$ cat config.mk
export PLATFORM = sky130hd
export DESIGN_NAME = fsk_hdlc_txsched
export DESIGN_NICKNAME = d
export VERILOG_FILES = /design/src/rtl/fsk_hdlc_txsched.sv
export SDC_FILE = /design/constraint.sdc
export NUM_CORES = 1
export LEC_CHECK = 0
export ABC_CLOCK_PERIOD_IN_PS = 3550
export BUFFER_PORTS_ARGS = -buffer_cell sky130_fd_sc_hd__buf_2
export CORE_MARGIN = 2
export CORE_UTILIZATION = 45
export CTS_CLUSTER_DIAMETER = 30
export CTS_CLUSTER_SIZE = 16
export DETAILED_ROUTE_END_ITERATION = 8
export PLACE_DENSITY = 0.67
export SLEW_MARGIN = 20
export SYNTH_ARGS = -nofsm -noshare
export SYNTH_HDL_FRONTEND = slang
export SYNTH_SLANG_ARGS = --single-unit
$ cat constraint.sdc
create_clock -name clk -period 3.55 [get_ports clk]
set_clock_uncertainty 0.2 [all_clocks]
set_input_delay 0.355 -clock clk [delete_from_list [all_inputs] [get_ports clk]]
set_output_delay 0.355 -clock clk [all_outputs]
set_load 0.01 [all_outputs]
$ cat src/rtl/fsk_hdlc_txsched.sv
`default_nettype none
// ============================================================================
// Module   : fsk_hdlc_txsched
// Purpose  : Half-duplex transmit scheduler for the FSK HDLC modem. Defers to
//            carrier, keys PTT, walks the framer through preamble flags,
//            payload, CRC and tail flags, and aborts on host underrun or on
//            keyed-time watchdog expiry.
// Revision : 1.0 - initial release
// ============================================================================
module fsk_hdlc_txsched #(
   parameter logic [3:0]  PREAMBLE_FLAGS = 4'd4,
   parameter logic [3:0]  TAIL_FLAGS     = 4'd2,
   parameter logic [7:0]  TXDELAY_TICKS  = 8'd16,
   parameter logic [7:0]  HOLDOFF_TICKS  = 8'd8,
   parameter logic [15:0] WDOG_TICKS     = 16'd4096
) (
   input  logic       clk,
   input  logic       rst_n,
   input  logic       bit_tick,
   input  logic       dcd,
   input  logic       tx_req,
   input  logic       tx_valid,
   input  logic [7:0] tx_data,
   input  logic       tx_last,
   output logic       tx_ready,
   output logic       fr_cmd_valid,
   output logic [1:0] fr_cmd,
   output logic [7:0] fr_data,
   input  logic       fr_ready,
   input  logic       fr_empty,
   output logic       ptt,
   output logic       rx_en,
   output logic       tx_done,
   output logic       err_underrun,
   output logic       err_wdog,
   output logic [2:0] state
);

   typedef enum logic [2:0] {
      S_IDLE     = 3'd0,
      S_DEFER    = 3'd1,
      S_KEYUP    = 3'd2,
      S_PREAMBLE = 3'd3,
      S_DATA     = 3'd4,
      S_CRC      = 3'd5,
      S_TAIL     = 3'd6,
      S_DRAIN    = 3'd7
   } state_e;

   localparam logic [1:0] CMD_FLAG  = 2'd0;
   localparam logic [1:0] CMD_DATA  = 2'd1;
   localparam logic [1:0] CMD_CRC   = 2'd2;
   localparam logic [1:0] CMD_ABORT = 2'd3;

   state_e      state_q, state_d;
   logic [7:0]  hold_q, hold_d;
   logic [7:0]  delay_q, delay_d;
   logic [3:0]  flag_q, flag_d;
   logic [15:0] wdog_q;
   logic        abort_q, abort_d;       // ABORT offer pending
   logic        abort_wd_q, abort_wd_d; // pending ABORT was caused by the watchdog
   logic        aborted_q, aborted_d;   // this frame ended in an abort

   logic        keyed;
   logic        active;
   logic        next_active;
   logic        wdog_fire;
   logic        underrun;

   // PTT covers every state from key-up until the drain completes
   assign keyed  = (state_q != S_IDLE) && (state_q != S_DEFER);
   // States in which the watchdog may still cut the frame short
   assign active = keyed && (state_q != S_TAIL) && (state_q != S_DRAIN);
   assign ptt    = keyed;
   assign rx_en  = ~keyed;
   assign state  = state_q;

   // State and per-frame counters
   always_ff @(posedge clk or negedge rst_n) begin
      if (!rst_n) begin
         state_q    <= S_IDLE;
         hold_q     <= 8'd0;
         delay_q    <= 8'd0;
         flag_q     <= 4'd0;
         abort_q    <= 1'b0;
         abort_wd_q <= 1'b0;
         aborted_q  <= 1'b0;
      end else begin
         state_q    <= state_d;
         hold_q     <= hold_d;
         delay_q    <= delay_d;
         flag_q     <= flag_d;
         abort_q    <= abort_d;
         abort_wd_q <= abort_wd_d;
         aborted_q  <= aborted_d;
      end
   end

   // Keyed-time watchdog: counts baud ticks while keyed and saturates at the limit
   always_ff @(posedge clk or negedge rst_n) begin
      if (!rst_n) begin
         wdog_q <= 16'd0;
      end else if (!keyed) begin
         wdog_q <= 16'd0;
      end else if (bit_tick && (wdog_q != WDOG_TICKS)) begin
         wdog_q <= wdog_q + 16'd1;
      end
   end

   // Framer command offer and host handshake; a pending ABORT overrides everything
   always_comb begin
      fr_cmd_valid = 1'b0;
      fr_cmd       = CMD_FLAG;
      fr_data      = 8'h00;
      tx_ready     = 1'b0;
      if (abort_q) begin
         fr_cmd_valid = 1'b1;
         fr_cmd       = CMD_ABORT;
      end else begin
         case (state_q)
            S_PREAMBLE, S_TAIL: begin
               fr_cmd_valid = 1'b1;
               fr_cmd       = CMD_FLAG;
            end
            S_DATA: begin
               fr_cmd_valid = tx_valid;
               fr_cmd       = CMD_DATA;
               fr_data      = tx_valid ? tx_data : 8'h00;
               tx_ready     = fr_ready;
            end
            S_CRC: begin
               fr_cmd_valid = 1'b1;
               fr_cmd       = CMD_CRC;
            end
            default: ;
         endcase
      end
   end

   // Next-state, counter updates, abort arming and status pulses
   always_comb begin
      state_d      = state_q;
      hold_d       = hold_q;
      delay_d      = delay_q;
      flag_d       = flag_q;
      abort_d      = abort_q;
      abort_wd_d   = abort_wd_q;
      aborted_d    = aborted_q;
      tx_done      = 1'b0;
      err_underrun = 1'b0;
      err_wdog     = 1'b0;
      next_active  = 1'b0;
      wdog_fire    = 1'b0;
      underrun     = 1'b0;

      if (abort_q) begin
         if (fr_ready) begin
            state_d      = S_TAIL;
            flag_d       = 4'd0;
            abort_d      = 1'b0;
            aborted_d    = 1'b1;
            err_wdog     = abort_wd_q;
            err_underrun = ~abort_wd_q;
         end
      end else begin
         case (state_q)
            S_IDLE: begin
               if (tx_req) begin
                  state_d   = S_DEFER;
                  hold_d    = 8'd0;
                  aborted_d = 1'b0;
               end
            end
            S_DEFER: begin
               // Carrier clears the holdoff even on a coincident baud tick
               if (!tx_req) begin
                  state_d = S_IDLE;
               end else if (dcd) begin
                  hold_d = 8'd0;
               end else if (bit_tick) begin
                  hold_d = hold_q + 8'd1;
                  if (hold_q + 8'd1 == HOLDOFF_TICKS) begin
                     state_d = S_KEYUP;
                     delay_d = 8'd0;
                  end
               end
            end
            S_KEYUP: begin
               if (bit_tick) begin
                  delay_d = delay_q + 8'd1;
                  if (delay_q + 8'd1 == TXDELAY_TICKS) begin
                     state_d = S_PREAMBLE;
                     flag_d  = 4'd0;
                  end
               end
            end
            S_PREAMBLE: begin
               if (fr_ready) begin
                  flag_d = flag_q + 4'd1;
                  if (flag_q + 4'd1 == PREAMBLE_FLAGS) begin
                     state_d = S_DATA;
                  end
               end
            end
            S_DATA: begin
               if (tx_valid && fr_ready && tx_last) begin
                  state_d = S_CRC;
               end
            end
            S_CRC: begin
               if (fr_ready) begin
                  state_d = S_TAIL;
                  flag_d  = 4'd0;
               end
            end
            S_TAIL: begin
               if (fr_ready) begin
                  flag_d = flag_q + 4'd1;
                  if (flag_q + 4'd1 == TAIL_FLAGS) begin
                     state_d = S_DRAIN;
                  end
               end
            end
            S_DRAIN: begin
               if (fr_empty) begin
                  state_d = S_IDLE;
                  tx_done = ~aborted_q;
               end
            end
            default: state_d = S_IDLE;
         endcase

         // An abort is only armed if this cycle does not already move the
         // frame into its tail; the current offer still completes this cycle
         next_active = (state_d == S_KEYUP) || (state_d == S_PREAMBLE) ||
                       (state_d == S_DATA)  || (state_d == S_CRC);
         wdog_fire   = active && next_active && (wdog_q == WDOG_TICKS);
         underrun    = (state_q == S_DATA) && fr_empty && !tx_valid;
         if (wdog_fire) begin
            abort_d    = 1'b1;
            abort_wd_d = 1'b1;
         end else if (underrun) begin
            abort_d    = 1'b1;
            abort_wd_d = 1'b0;
         end
      end
   end

endmodule
`default_nettype wire

### After elaboration in Yosys (flattened, before gate mapping)

Index checks and enable logic that the tools add are counted.

| word-level totals | value |
|---|---|
| input port bits | 17 |
| output and inout port bits | 20 |
| bits in registers | 42 |
| logic and storage cells | 139 |

| cells by class | value |
|---|---|
| eq/ne operators | 32 |
| muxes and demuxes | 62 |
| reductions and logical operators | 29 |
| add/subtract/negate cells | 4 |
| bitwise logic cells | 4 |

Operator list:

| cell | number |
|---|---|
| 8-bit two-way mux | 12 |
| 3-bit two-way mux | 16 |
| 16-bit two-way mux | 2 |
| 8-bit one-hot mux with 2 select lines | 2 |
| 3-bit one-hot mux with 8 select lines | 1 |
| 1-bit two-way mux | 20 |
| 4-bit two-way mux | 5 |
| 3-bit equality test (second input constant) | 6 |
| 16-bit by 1-bit adder with 16-bit output (second input constant) | 1 |
| 8-bit by 1-bit adder with 8-bit output (second input constant) | 2 |
| 16-bit by 13-bit equality test with 1-bit output (second input constant) | 1 |
| 16-bit by 13-bit inequality test with 1-bit output (second input constant) | 1 |
| 3-bit inequality test (second input constant) | 5 |
| 2-bit inequality test (second input constant) | 7 |
| 3-bit by 2-bit equality test with 1-bit output (second input constant) | 4 |
| 4-bit one-hot mux with 3 select lines | 1 |
| 1-bit logical AND | 10 |
| 2-bit nonzero test | 5 |
| 8-bit by 4-bit equality test with 1-bit output (second input constant) | 1 |
| 8-bit by 5-bit equality test with 1-bit output (second input constant) | 1 |
| 7-bit AND reduction | 1 |
| 3-bit by 1-bit inequality test with 1-bit output (second input constant) | 2 |
| 5-bit AND reduction | 1 |
| 4-bit by 1-bit adder with 4-bit output (second input constant) | 1 |
| other kinds (18) | 23 |

### Logic depth before layout (Yosys ltp)

| logic depth | value |
|---|---|
| depth in word-level cells | 16 |
| depth in mapped cells | 10 |
| mapped depth without buffers | 8 |

### Worst setup path before layout

No wires, ideal clock.

| timing | value |
|---|---|
| path type | register to register |
| from | register state_q[1] (netlist: state[1]) |
| to | register abort_q |
| path buffers | 2 |
| setup slack | 833 ps |
| arrival | 2,430 ps |
| setup time | 87 ps |
| stages on the path, launching flop included | 11 |
| data required time | 3,263 ps |
| period minus slack after synthesis | 2,717 ps |
| cells stage by stage | dfrtp_1 -> buf_4 -> clkbuf_1 -> inv_1 -> ha_1 -> or3_1 -> nor2_1 -> o21ai_0 -> a21bo_1 -> mux2_4 -> o2111ai_2 |

| on the way | value |
|---|---|
| cells in the longest elaborated chain, start to end | 14 |
| elaborated cells between the ends (all ways) | 45 |
| those cells by class | 14 x eq/ne; 19 x mux; 12 x reduce/logical |

RTL lines:

| item | line | source |
|---|---|---|
| from (decl) | 55 | `state_e state_q, state_d;` |
| from (signal assigned) | 89 | `state_q <= state_d;` |
| 3-bit two-way mux | 182 | `if (hold_q + 8'd1 == HOLDOFF_TICKS) begin` |
| 3-bit two-way mux | 180 | `end else if (bit_tick) begin` |
| 3-bit two-way mux | 178 | `end else if (dcd) begin` |
| 3-bit two-way mux | 176 | `if (!tx_req) begin` |
| 3-bit one-hot mux with 8 select lines | 166 | `case (state_q)` |
| 3-bit two-way mux | 156 | `if (abort_q) begin` |
| 3-bit by 2-bit equality test with 1-bit output | 235 | `next_active = (state_d == S_KEYUP) \|\| (state_d == S_PREAMBLE) \|\|` |
| 1-bit logical OR (2 in a row) | 235 |  |
| 1-bit logical OR | 236 | `(state_d == S_DATA) \|\| (state_d == S_CRC);` |
| 1-bit logical AND (2 in a row) | 237 | `wdog_fire = active && next_active && (wdog_q == WDOG_TICKS);` |
| 1-bit two-way mux (*) | 239 | `if (wdog_fire) begin` |
| 1-bit two-way mux (*) | 156 |  |
| named net abort_d | 60 | `logic abort_q, abort_d;` |
| to (signal assigned) | 93 | `abort_q <= abort_d;` |
| to (decl) | 60 |  |

Mark *: on every way through the listed nets, which the timed path passes. The rest lies on a longest branch. The select of a mux whose other input is x is not followed.
A chain may end at the register's enable or synchronous reset.

### Worst setup path in the final report

| timing | value |
|---|---|
| from | register state_q[1] (netlist: state[1]) |
| to | output port fr_data[2] |

| on the way | value |
|---|---|
| cells in the longest elaborated chain, start to end | 3 |

RTL lines:

| item | line | source |
|---|---|---|
| 3-bit equality test | 120 | `case (state_q)` |
| 8-bit two-way mux | 120 |  |
| 8-bit two-way mux | 116 | `if (abort_q) begin` |
| to (decl) | 28 | `output logic [7:0] fr_data,` |

No other way between the ends.

==> results.md <==
- Hold-fix buffers at CTS: 0
- Total routed wirelength: 6.16 mm
- Die boundary width: 82.1 um
- DIE AREA: 6740 um2
- Most used cells in the layout excluding fill and tap cells: sky130_fd_sc_hd__dfrtp_1, sky130_fd_sc_hd__nor2_1, sky130_fd_sc_hd__buf_2
- Total power per unit cell area: 622 nW/um2
- Critical path cell sequence: buf_4 > nand2b_1 > nor3_1 > and3_1 > buf_2
- Area Growth Syn to Fin: 14.1%
- I/O Pins: 37
- Internal portion of total power: 1.15 mW
- Post-Route Setup TNS: 0 ns
- Critical Path Sink Type: output pin
- Area of the core: just under 6000 um2
- Largest incremental delay on the critical path: 0.58 ns
- Final count of negative-setup-slack endpoints: 0
- Maximum ir drop on the vdd rail: 0.000287 V
- Post-synth EDFFs: 0
- Clock H-tree levels: 2
- Sum of net half-perimeters after detailed placement: 4.31 mm
- Number of max-capacitance violations reported: 0
- Crit path DAT: 2.16 ns
- Fmax: around 370 MHz
- NumNets Final: 383
- Clock power frac: 0.238
- Result of the run: finished with violations
- Post-Syn Area: 2740 um2
- Share of layout cells above drive strength 1: 0.152
- Insertion delay of the later-clocked pin in the worst-skew pair: 0.30 ns
- Share of flip-flops with an asynchronous set or reset: 1.00
- Post-DR vias/cell: 5.77
- Largest cells by area after synthesis: sky130_fd_sc_hd__dfrtp_1, sky130_fd_sc_hd__o21ai_0, sky130_fd_sc_hd__nor2_1
- Commonest non-fill, non-tap cell in the layout: sky130_fd_sc_hd__dfrtp_1
- Vias: 2488
- Overall overflow remaining after global route: 0
- Most area-hungry cell type in the Yosys netlist: sky130_fd_sc_hd__dfrtp_1
- Detailed router's first-iteration violation count: 168
- FF+latch count, synth: 42
- Final critical delay including setup and external delays: 2.72 ns
- Slew headroom: 0.360
- Max Root-Sink Buffers: 2
- Setup slack, reg-to-reg: 1.10 ns
- Launch instance of the worst register-to-register path: state[1]$_DFF_PN0_
- Number of pins exceeding their max-slew limit in the final report: 0
- Top cell type's share of synthesized area: 0.383
- Combinational power share: 0.428
- Crit path buf inv count: 2
- Switching component of the power: ~0.8 mW
- Weighted congestion at the end of routability-driven global placement: 0.798
- Row count: 28
- Seq pwr share: 0.333
- Number of distinct library cells after synthesis: 51
- CTS tree: yes
- Average footprint of a synthesized cell: 8.60 um2
- Capture point of the worst reg-to-reg path: abort_q$_DFF_PN0_
- Synthesized net count: 347
- Pin count of the biggest net entering global routing: 43
- Number of cells on the worst reg-to-reg path: 8
- Top FF cell, synth: sky130_fd_sc_hd__dfrtp_1
- Global-route usage over all layers: 0.199
- Layout Cells excl Fill: 431
- Portion of the post-synthesis area used by sequential elements: 0.383
- Post-cts resize count: 0
- Post-Route Hold Slack: -0.00736 ns
- Antenna Diode Count: 0
- Worst path required time: around 3 ns
- Wire length per cell: 14.3 um
- Transition time at the pin with the least slew margin: 0.960 ns
- # clock sinks: between 40 and 50
- Yosys warning count: 0
- Largest delay share family, worst path: simple AND/OR/NAND/NOR gates
- Mapped Cells: 319
- Antenna violations before repair: 0
- Worst hold-check path type: in2async
- Number of placed cells counting well taps: 423
- Die height: 82.1 um
- Count of input and output buffers: 36
- Number of buffers inserted during clock tree synthesis: 5
- Slowest cell on the critical path: sky130_fd_sc_hd__nor3_1
- Starting density of the core: 0.463
- Hold violation total from the final report: 8
- Clock slew seen by the registers of the worst setup and hold paths: 0.09 ns
- First-pass GRT wire length: 10.6 mm
- DRT Pass-1 Iters: 5
- Residual DRC count: 0
- RSZ-0062 raised after global routing: false
- Crit-path max FO: 17
- Element type at the critical path start: flip-flop
- Master cell of the clock root buffer: sky130_fd_sc_hd__clkbuf_8
- Leakage Power: around 1.5 nW
- Worst Setup Path Type: reg2out
- Final worst-path cycle share: 0.765
- Violated checks: negative hold slack
- Switching fraction of total power: 0.407
- Count of buffers added by post-CTS timing repair for setup: 0
- Via count of the first global-routing pass: 2259
- Number of nets with antenna violations after detailed routing: 0
[synth_stat cells (2+ instances only)]
| cell | count |
|---|---|
| sky130_fd_sc_hd__nor3_1 | 6 |
| sky130_fd_sc_hd__xor2_1 | 13 |
| sky130_fd_sc_hd__nand3_1 | 13 |
| sky130_fd_sc_hd__o41ai_1 | 3 |
| sky130_fd_sc_hd__nor4b_1 | 2 |
| sky130_fd_sc_hd__a31oi_1 | 3 |
| sky130_fd_sc_hd__inv_1 | 13 |
| sky130_fd_sc_hd__dfrtp_1 | 42 |
| sky130_fd_sc_hd__nor2b_1 | 4 |
| sky130_fd_sc_hd__a21oi_1 | 10 |
| sky130_fd_sc_hd__ha_1 | 11 |
| sky130_fd_sc_hd__o32ai_1 | 2 |
| sky130_fd_sc_hd__nor4_1 | 5 |
| sky130_fd_sc_hd__clkbuf_1 | 7 |
| sky130_fd_sc_hd__nand4b_1 | 2 |
| sky130_fd_sc_hd__mux2i_1 | 3 |
| sky130_fd_sc_hd__xnor2_1 | 8 |
| sky130_fd_sc_hd__o21ai_0 | 30 |
| sky130_fd_sc_hd__nand4_1 | 10 |
| sky130_fd_sc_hd__and2_1 | 2 |
| sky130_fd_sc_hd__buf_4 | 2 |
| sky130_fd_sc_hd__a211oi_1 | 3 |
| sky130_fd_sc_hd__o31ai_1 | 4 |
| sky130_fd_sc_hd__a41oi_1 | 2 |
| sky130_fd_sc_hd__nand2b_1 | 7 |
| sky130_fd_sc_hd__nand2_1 | 29 |
| sky130_fd_sc_hd__and3_1 | 17 |
| sky130_fd_sc_hd__nor2_1 | 38 |
| sky130_fd_sc_hd__nand3b_1 | 3 |
| sky130_fd_sc_hd__and4_1 | 4 |
[cell type report]
cell class	count	area, um2
Multi-Input combinational cell	252	1580
Timing Repair Buffer	41	218
Sequential cell	42	1050
Inverter	13	48.8
Fill cell	545	2790
Clock inverter	3	68.8
Clock buffer	5	68.8
Tap cell	75	93.8
[kinds of logic after synthesis]
group                      count (synthesis)  synth area share
muxes                                      4            0.0164
adders and majority gates                 11            0.0502
DFF                                       42             0.383
AOI/OAI and AO/OA                         68             0.158
and+or+nand+nor                          148             0.285
xor gates and xnor gates                  21            0.0671
buffers and inverters                     25            0.0401
[worst max-delay path by stage]
stage | startpoint | endpoint | slack (ns) | cells after the start
floorplan | state[1]$_DFF_PN0_ | abort_q$_DFF_PN0_ | 0.83 | 10
global placement | fr_ready | abort_q$_DFF_PN0_ | 1.16 | 7
detailed placement | state[1]$_DFF_PN0_ | abort_q$_DFF_PN0_ | 1.12 | 8
CTS | state[1]$_DFF_PN0_ | fr_data[2] | 0.82 | 5
global route | state[1]$_DFF_PN0_ | fr_data[1] | 0.62 | 5
finish | state[1]$_DFF_PN0_ | fr_data[2] | 0.83 | 5
[metrics by stage]
step	instance area (um2)	util	power [mW]	hold slack, ns	setup slack [ns]
2_1_floorplan	2740	-	1.25	-0.141	0.833
5_1_grt	3130	0.529	2.11	0.0795	0.623
3_3_place_gp	2990	0.505	1.48	0.286	1.16
3_5_place_dp	2990	0.505	1.49	0.296	1.12
6_report	3130	0.529	1.95	-0.00736	0.834
4_1_cts	3130	0.529	1.96	0.0427	0.823
[per-layer routing]
metal / global-route usage / routed length [um] / part of all wire / vias to the layer above
li1: - / - / - / 1221
met1: 0.282 / 3070 / 0.50 / 1194
met2: 0.311 / 2700 / 0.44 / 66
met3: 0.0308 / 329 / 0.053 / 7
met4: 0.0600 / 64 / 0.010 / 0
met5: 0 / 0 / 0 / -
[state kept, by name, summed over array words and instances (netlist names)]
register,count
aborted_q,1
abort_wd_q,1
hold_q,8
wdog_q,16
state,3
delay_q,8
flag_q,4
abort_q,1
[power by group through the flow]
stage | registers, mW | clock network [mW] | logic [mW]
after detailed placement | 0.657 | 0 | 0.835
after floorplan | 0.628 | 0 | 0.623
after global placement | 0.652 | 0 | 0.824
final | 0.649 | 0.464 | 0.834
after CTS | 0.647 | 0.475 | 0.841
after global routing | 0.667 | 0.491 | 0.951
No activity file was read; power rests on OpenSTA's default activity.
